--- src/rtl/riscv_ctrl_pkg.sv ---
// riscv_ctrl_pkg: shared states, select encodings, ALU codes and opcodes for the multicycle controller
package riscv_ctrl_pkg;
  typedef enum logic [3:0] {
    FETCH, DECODE, MEMADR, MEMREAD, MEMWB, MEMWRITE,
    EXECR, EXECI, ALUWB, BRANCH, JAL, TRAP
  } statetype_t;
  localparam logic [1:0] ALUOP_ADD = 2'b00;
  localparam logic [1:0] ALUOP_SUB = 2'b01;
  localparam logic [1:0] ALUOP_FUNCT = 2'b10;
  localparam logic [1:0] RES_ALUOUT = 2'b00;
  localparam logic [1:0] RES_DATA = 2'b01;
  localparam logic [1:0] RES_ALURESULT = 2'b10;
  localparam logic [1:0] SRCA_PC = 2'b00;
  localparam logic [1:0] SRCA_OLDPC = 2'b01;
  localparam logic [1:0] SRCA_A = 2'b10;
  localparam logic [1:0] SRCB_B = 2'b00;
  localparam logic [1:0] SRCB_IMM = 2'b01;
  localparam logic [1:0] SRCB_FOUR = 2'b10;
  localparam logic [1:0] IMM_I = 2'b00;
  localparam logic [1:0] IMM_S = 2'b01;
  localparam logic [1:0] IMM_B = 2'b10;
  localparam logic [1:0] IMM_J = 2'b11;
  localparam logic [3:0] ALU_ADD = 4'd0;
  localparam logic [3:0] ALU_SUB = 4'd1;
  localparam logic [3:0] ALU_SLL = 4'd2;
  localparam logic [3:0] ALU_SLT = 4'd3;
  localparam logic [3:0] ALU_SLTU = 4'd4;
  localparam logic [3:0] ALU_XOR = 4'd5;
  localparam logic [3:0] ALU_SRL = 4'd6;
  localparam logic [3:0] ALU_SRA = 4'd7;
  localparam logic [3:0] ALU_OR = 4'd8;
  localparam logic [3:0] ALU_AND = 4'd9;
  localparam logic [6:0] OP_LOAD = 7'b0000011;
  localparam logic [6:0] OP_STORE = 7'b0100011;
  localparam logic [6:0] OP_RTYPE = 7'b0110011;
  localparam logic [6:0] OP_ITYPE = 7'b0010011;
  localparam logic [6:0] OP_BRANCH = 7'b1100011;
  localparam logic [6:0] OP_JAL = 7'b1101111;
endpackage

--- src/rtl/aludec.sv ---
// aludec: ALU operation decode from ALUOp, op[5], funct3 and funct7b5
module aludec
  import riscv_ctrl_pkg::*;
(
  input  logic [1:0] aluop,
  input  logic       op5,
  input  logic [2:0] funct3,
  input  logic       funct7b5,
  output logic [3:0] alucontrol
);
  logic [3:0] fn;
  // R/I-type function decode; subtract only for R-type with funct7b5
  always_comb begin
    fn = ALU_ADD;
    case (funct3)
      3'b000: fn = op5 && funct7b5 ? ALU_SUB : ALU_ADD;
      3'b001: fn = ALU_SLL;
      3'b010: fn = ALU_SLT;
      3'b011: fn = ALU_SLTU;
      3'b100: fn = ALU_XOR;
      3'b101: fn = funct7b5 ? ALU_SRA : ALU_SRL;
      3'b110: fn = ALU_OR;
      default: fn = ALU_AND;
    endcase
  end
  // address/PC arithmetic adds, branches subtract, otherwise use the function decode
  always_comb alucontrol = aluop == ALUOP_SUB ? ALU_SUB : aluop == ALUOP_FUNCT ? fn : ALU_ADD;
endmodule

--- src/rtl/multicycle_controller.sv ---
// multicycle_controller: RV32I multicycle control FSM with MemReady stalls, bus timeout and illegal trap; RV_FULL_BRANCH_EN adds BLT/BGE/BLTU/BGEU
module multicycle_controller
  import riscv_ctrl_pkg::*;
#(
  parameter int TIMEOUT = 256
) (
  input  logic       clk,
  input  logic       reset,
  input  logic [6:0] op,
  input  logic [2:0] funct3,
  input  logic       funct7b5,
  input  logic       Zero,
  input  logic       LessS,
  input  logic       LessU,
  input  logic       MemReady,
  output logic       MemReq,
  output logic       AdrSrc,
  output logic       MemWrite,
  output logic       IRWrite,
  output logic       PCWrite,
  output logic       RegWrite,
  output logic [1:0] ResultSrc,
  output logic [1:0] ALUSrcA,
  output logic [1:0] ALUSrcB,
  output logic [1:0] ImmSrc,
  output logic [3:0] ALUControl,
  output logic       Illegal,
  output logic       BusFault
);
  localparam int CW = $clog2(TIMEOUT) + 1;
  statetype_t state, state_next;
  logic [CW-1:0] cnt;
  logic [1:0] aluop;
  logic take_branch, mem_wait, at_limit;
  // a memory state is stalled; the limit only counts while still stalled so MemReady wins
  always_comb begin
    mem_wait = (state == FETCH || state == MEMREAD || state == MEMWRITE) && !MemReady;
    at_limit = mem_wait && cnt == CW'(TIMEOUT - 1);
  end
`ifdef RV_FULL_BRANCH_EN
  // full branch set from funct3 and ALU flags; 010/011 never branch
  always_comb take_branch = funct3 == 3'b000 ? Zero : funct3 == 3'b001 ? !Zero :
                            funct3 == 3'b100 ? LessS : funct3 == 3'b101 ? !LessS :
                            funct3 == 3'b110 ? LessU : funct3 == 3'b111 ? !LessU : 1'b0;
`else
  logic unused_flags;
  assign unused_flags = LessS ^ LessU;
  // only BEQ/BNE; other branch encodings fall through
  always_comb take_branch = funct3 == 3'b000 ? Zero : funct3 == 3'b001 ? !Zero : 1'b0;
`endif
  // state, stall counter and sticky fault flags
  always_ff @(posedge clk) begin
    if (reset) begin
      state <= FETCH;
      cnt <= '0;
      Illegal <= 1'b0;
      BusFault <= 1'b0;
    end else begin
      state <= state_next;
      cnt <= mem_wait && !at_limit ? cnt + CW'(1) : '0;
      Illegal <= Illegal || (state == DECODE && state_next == TRAP);
      BusFault <= BusFault || at_limit;
    end
  end
  // next state and datapath controls
  always_comb begin
    state_next = TRAP;
    MemReq = 1'b0;
    AdrSrc = 1'b0;
    MemWrite = 1'b0;
    IRWrite = 1'b0;
    PCWrite = 1'b0;
    RegWrite = 1'b0;
    ResultSrc = RES_ALUOUT;
    ALUSrcA = SRCA_PC;
    ALUSrcB = SRCB_B;
    aluop = ALUOP_ADD;
    case (state)
      FETCH: begin
        MemReq = 1'b1;
        ALUSrcB = SRCB_FOUR;
        ResultSrc = RES_ALURESULT;
        IRWrite = MemReady;
        PCWrite = MemReady;
        state_next = MemReady ? DECODE : at_limit ? TRAP : FETCH;
      end
      DECODE: begin
        ALUSrcA = SRCA_OLDPC;
        ALUSrcB = SRCB_IMM;
        state_next = op == OP_LOAD || op == OP_STORE ? MEMADR : op == OP_RTYPE ? EXECR :
                     op == OP_ITYPE ? EXECI : op == OP_BRANCH ? BRANCH : op == OP_JAL ? JAL : TRAP;
      end
      MEMADR: begin
        ALUSrcA = SRCA_A;
        ALUSrcB = SRCB_IMM;
        state_next = op[5] ? MEMWRITE : MEMREAD;
      end
      MEMREAD: begin
        MemReq = 1'b1;
        AdrSrc = 1'b1;
        state_next = MemReady ? MEMWB : at_limit ? TRAP : MEMREAD;
      end
      MEMWB: begin
        ResultSrc = RES_DATA;
        RegWrite = 1'b1;
        state_next = FETCH;
      end
      MEMWRITE: begin
        MemReq = 1'b1;
        MemWrite = 1'b1;
        AdrSrc = 1'b1;
        state_next = MemReady ? FETCH : at_limit ? TRAP : MEMWRITE;
      end
      EXECR: begin
        ALUSrcA = SRCA_A;
        aluop = ALUOP_FUNCT;
        state_next = ALUWB;
      end
      EXECI: begin
        ALUSrcA = SRCA_A;
        ALUSrcB = SRCB_IMM;
        aluop = ALUOP_FUNCT;
        state_next = ALUWB;
      end
      ALUWB: begin
        RegWrite = 1'b1;
        state_next = FETCH;
      end
      BRANCH: begin
        ALUSrcA = SRCA_A;
        aluop = ALUOP_SUB;
        PCWrite = take_branch;
        state_next = FETCH;
      end
      JAL: begin
        ALUSrcA = SRCA_OLDPC;
        ALUSrcB = SRCB_FOUR;
        PCWrite = 1'b1;
        state_next = ALUWB;
      end
      default: state_next = TRAP;
    endcase
  end
  // immediate format follows the opcode in every state
  always_comb ImmSrc = op == OP_STORE ? IMM_S : op == OP_BRANCH ? IMM_B : op == OP_JAL ? IMM_J : IMM_I;
  aludec u_aludec (
    .aluop(aluop),
    .op5(op[5]),
    .funct3(funct3),
    .funct7b5(funct7b5),
    .alucontrol(ALUControl)
  );
endmodule

--- config.mk ---
export PLATFORM = sky130hd
export DESIGN_NAME = multicycle_controller
export DESIGN_NICKNAME = d
export VERILOG_FILES = /design/src/rtl/riscv_ctrl_pkg.sv /design/src/rtl/aludec.sv /design/src/rtl/multicycle_controller.sv
export SDC_FILE = /design/constraint.sdc
export NUM_CORES = 1
export LEC_CHECK = 0
export BUFFER_PORTS_ARGS = -buffer_cell sky130_fd_sc_hd__buf_4
export CORE_UTILIZATION = 45
export DETAILED_ROUTE_END_ITERATION = 12
export GPL_TIMING_DRIVEN = 0
export PLACE_DENSITY_LB_ADDON = 0.05
export SYNTH_ARGS = -nofsm -noshare
export SYNTH_HDL_FRONTEND = slang
export SYNTH_HIERARCHICAL = 1
export SYNTH_SLANG_ARGS = --single-unit
--- constraint.sdc ---
create_clock -name clk -period 3.4 [get_ports clk]
set_input_delay 0.68 -clock clk [delete_from_list [all_inputs] [get_ports clk]]
set_output_delay 0.68 -clock clk [all_outputs]
set_load 0.05 [all_outputs]
* After elaboration in Yosys (flattened, before gate mapping)
Cells that the tools add are included.
** Storage, ports and cells
- Register bits after elaboration :: 15
- Latch bits :: 0
- Memory bits (writable) :: 0
- Memory bits (read-only) :: 0
- Input port bits :: 17
- Output and inout port bits :: 20
- Logic and storage cells :: 91
- Memories kept :: 0
** Cells by class
- Add/subtract/negate cells :: 1
- Multipliers :: 0
- Divide/modulo/power cells :: 0
- Order comparisons :: 0
- Equality and inequality tests :: 26
- Shifts and indexed selects :: 0
- Mux-type cells :: 33
- Bitwise logic cells :: 1
- Reduce and logical (&&, ||, !) cells :: 26
** Operator list (count)
- $pmux 4 s7 :: 2
- $mux 4 :: 11
- $eq 4x3->1 const B :: 4
- $eq 4x4->1 const B :: 4
- $pmux 2 s2 :: 4
- $eq 7x6->1 const B :: 2
- $eq 7x7->1 const B :: 2
- $reduce_or 2->1 :: 6
- $reduce_or 3->1 :: 4
- $mux 1 :: 10
- $add 9x1->9 const B :: 1
- $eq 3x3->1 const B :: 3
- $eq 9x8->1 const B :: 1
- $eq 4x2->1 const B :: 2
- $mux 2 :: 4
- $eq 7x2->1 const B :: 1
- $eq 7x5->1 const B :: 1
- $eq 3x2->1 const B :: 2
- $logic_and 1x1->1 :: 5
- $logic_or 1x1->1 :: 5
- $eq 4x1->1 const B :: 1
- $logic_not 4->1 :: 1
- $reduce_or 4->1 :: 1
- $eq 3x1->1 const B :: 1
- 7 further kinds :: 9

* Depth between registers and ports, before layout
- Depth after elaboration :: 11
- Mapped depth :: 10
- Depth with buffers taken out :: 10

* Cells and area by module
Netlist, hierarchy kept.
** By module, submodules not included
- multicycle_controller :: instances 1, cells an instance 137, area each 1078.5 um^2, seq. area each 300.3 um^2
- aludec :: instances 1, cells an instance 15, area each 95.1 um^2, seq. area each 0.0 um^2

* Least setup slack after synthesis
No wires, ideal clock.
- Path kind :: flip-flop to output port
- Start point :: reg state[2]
- End point :: out IRWrite
- Data arrival time :: 2781 ps
- Data required time :: 2720 ps
- Setup slack :: -61 ps
- Stages on the path, launching flop included :: 5
- Buffers on the path :: 2
- Path through :: dfxtp_1 buf_4 buf_2 nor4_1 and2_1
** On the way
- Word-level cells in the longest chain between the ends :: 2
** RTL lines
- from (decl) :: RTL line multicycle_controller.sv:31 : statetype_t state, state_next;
- from (signal assigned) :: RTL line multicycle_controller.sv:59 : state <= state_next;
- $logic_not 4->1 :: RTL line multicycle_controller.sv:78 : case (state)
- $mux 1 :: RTL line multicycle_controller.sv:78
- to (decl) :: RTL line multicycle_controller.sv:19 : output logic IRWrite,
No other way between the ends.

* Worst setup path after layout
- Start point :: reg state[2]
- End point :: out ALUControl[0]
** On the way
- Word-level cells in the longest chain between the ends :: 6
- Elaborated cells between the ends (all ways) :: 9
- Classes of those cells :: eq/ne (5); mux (3); reduce/logical (1)
** RTL lines
- $eq 4x3->1 :: RTL line multicycle_controller.sv:78
- $reduce_or 2->1 (no source line)
- $pmux 2 s2 * :: RTL line multicycle_controller.sv:78
- net aluop[0] :: RTL line multicycle_controller.sv:33 : logic [1:0] aluop;
- $eq 2x2->1 :: RTL line aludec.sv:27 : always_comb alucontrol = aluop == ALUOP_SUB ? ALU_SUB : aluop == ALUOP_FUNCT ? fn : ALU_ADD;
- $mux 4 :: RTL line aludec.sv:27
- $mux 4 * :: RTL line aludec.sv:27
- to (decl) :: RTL line multicycle_controller.sv:26 : output logic [3:0] ALUControl,
The timed path passes the listed nets; every way through them passes the cells marked *.

==> results by group <==
Outcome
  • Status: finished, final reports clean

Synth
  • Post-Synthesis Cell Area: 1170 µm²
  • Async SR Flop Fraction: 0%
  • Seq cells post-synth: 15
  • Cells after Synth: 152
  • Area leader, netlist: dfxtp_1
  • Post-synth EDFFs: 0
  • Syn_nets: 171
  • Yosys warns: 6
  • Share of the synthesized area in the top cell type: 25.6%
  • Avg Cell Area, Syn: 7.72 µm²
  • Synth Flop Type: dfxtp_1
  • Synth cell types: 46
  • Area contributors post-synth: dfxtp_1 (26%), nor2_1 (9.3%), nand2b_1 (4.3%)
  • Sequential share of the synthesized area: 25.6%

Min path
  • Hold Path End: cnt[0]
  • Worst hold start: cnt[0]
  • Hold WC Path Type: flip-flop to flip-flop
  • Hold Path Depth: 1

Die
  • Initial Util: 47.4%
  • Die Wd: 53.1 µm
  • IO Count: 37
  • Row Count: 18
  • Die Ht: 53.1 µm
  • Die area: 2820 µm²
  • Core box area: 2480 µm²

Layout
  • Commonest non-fill, non-tap cell in the layout: buf_4
  • Fillers: 240
  • Storage cell area: 300 µm²
  • Most frequent cells in the layout: buf_4 (33), nor2_1 (29), dfxtp_1 (15)
  • Antenna fix cells: 0
  • Synth-to-layout area growth: 26.4%
  • Final net count: 208
  • Multi-input gate area: 796 µm²
  • Layout cells sized above 1: 29.8%
  • Layout Utilization: 59.9%

STA
  • Slew margin rel.: 72.4%
  • Slew Limit Fails: 0
  • Fin crit share: 79.8%
  • Setup TNS: 0 ns
  • Endpoints failing setup: 0
  • RSZ-0062 raised after global routing: no
  • Max Clock Freq: 368 MHz
  • Final hold violations: 0
  • Slew @ Worst Pin: 0.414 ns
  • Setup WS post-layout: 0.686 ns
  • Fin crit period: 2.71 ns
  • Final hold slack: 0.467 ns
  • Worst clock skew: 0.000622 ns

Detailed routing
  • Wire per inst: 12.1 µm
  • Total Wirelength: 2650 µm
  • Vias per cell: 5.41
  • Initial drt markers: 19
  • First drt pass iteration count: 4
  • ANT nets after route: 0
  • DRC viols: 0
  • Via Count: 1179

Critical path
  • Maximum fanout along the worst path: 10
  • Startpoint Class: flip-flop
  • Reg2Reg Setup Slack: 1.09 ns
  • RR Endpoint: state[1]
  • Critical Path Start: state[2]
  • CP endpoint kind: output pin
  • Worst r2r path cells: 10
  • CP Class: flip-flop to output pin
  • R2R Path Start: cnt[0]
  • WP data required: 2.72 ns
  • Worst Path Arrival: 2.03 ns

Clocking
  • Worst skew pair latency: 0.28 ns
  • CTS Buffer Depth: 2
  • TritonCTS Buffers: 3
  • Number of setup buffers added after CTS: 0
  • CTS tree: built
  • # resized after CTS: 0
  • Clock transition at the registers of the reported paths: 0.08 ns
  • Sink Count: 15
  • Clock root buffer: clkbuf_4
  • H-tree depth: 1
  • CTS Hold Buffers Added: 0

Pwr
  • Pwr Total: 1.33 mW
  • Leakage: 0.616 nW
  • Peak VDD IR: 726 µV
  • Pwr dens: 899 nW/µm²

Place
  • I/O Buffers: 32
  • GP Congestion: 0.816
  • DP Worst Slack: 1.01 ns
  • Dpl hpwl: 2010 µm

GRT
  • Initial antenna violation count: 0
  • Vias in the first global route: 1015
  • GRT Overall Usage: 20.8%
  • GR Overflow Total: 0
  • Global-route wire length before repair: 4230 µm
  • Largest net degree at the start of global routing: 11

Job
  • Max cap viols: 0
==> metrics by stage <==
stage / instances / instance area [µm²]
after global placement: 214 / 1460
after CTS: 218 / 1480
final: 218 / 1480
after detailed placement: 214 / 1460
after global routing: 218 / 1480
after floorplan: 152 / 1180
==> where the power goes <==
group | total, mW | switching (mW) | leakage, nW | internal (mW)
registers | 0.215 | 0.0126 | 0.122 | 0.202
logic | 1.02 | 0.671 | 0.479 | 0.348
clock network | 0.101 | 0.0554 | 0.0150 | 0.0456
total | 1.33 | 0.739 | 0.616 | 0.595
==> how the worst max path moves through the flow <==
stage,cells past startpoint,endpoint,slack (ns)
final,7,ALUControl[0],0.69
after CTS,7,ALUControl[0],0.67
after global placement,7,ALUControl[0],1.04
after global routing,7,ALUControl[0],0.51
after detailed placement,7,ALUControl[0],1.01
after floorplan,4,IRWrite,0.57
==> layout make-up <==
class	instances	share of cell area [%]
flip-flops and latches	15	20.2
inverters	3	0.759
multi-input cells	123	53.6
well taps	30	2.53
plain buffers	11	4.89
clock buffers	4	1.77
repair buffers	32	16.2
==> sequential cells by signal, summed over array words and instances, names as in the netlist <==
name and cells:
cnt 9, Illegal 1, state 4, BusFault 1
==> cells by family (layout without fill, tap and decap cells) <==
kind of cell    Yosys count  count (layout)  synth area share [%]
xor+xnor                 10              10                  8.10
simple gates             76              76                  34.3
flops                    15              15                  25.6
fa+ha+maj                 2               2                  2.13
buf+inv                  14              50                  7.14
compound gates           31              31                  19.1
mux                       4               4                  3.62
==> Yosys cell counts, drive strengths merged, types with 2 or more instances <==
| library cell | number |
|---|---|
| a2111o | 2 |
| mux2i | 2 |
| mux2 | 2 |
| or2 | 2 |
| nor4 | 2 |
| inv | 3 |
| nand3 | 3 |
| nor3 | 6 |
| o21ai | 6 |
| and2 | 2 |
| and3 | 3 |
| a31oi | 2 |
| dfxtp | 15 |
| a22oi | 2 |
| xnor2 | 6 |
| nor2 | 29 |
| buf | 10 |
| nand2b | 10 |
| o41ai | 2 |
| xor2 | 4 |
| nand2 | 11 |
| nand4 | 2 |
| a21oi | 10 |
| ha | 2 |
| nor2b | 3 |
==> worst max-delay path: stages, from the launching register on <==
cell	delay, ns
dfxtp_1	0.32
buf_4	0.17
buf_2	0.23
nand2b_1	0.17
nor2_1	0.06
nand2b_1	0.20
o41ai_2	0.36
buf_4	0.25
==> metal layers <==
layer	global-route usage (%)	part of all wire [%]	wire length (µm)	up-vias
met1	24.2	46	1230	542
met4	6.14	0.45	12	0
li1	-	-	-	603
met3	6.61	4.8	128	2
met2	35.9	48	1280	32
met5	0	0	0	-
Power figures use the tool's default switching activity.
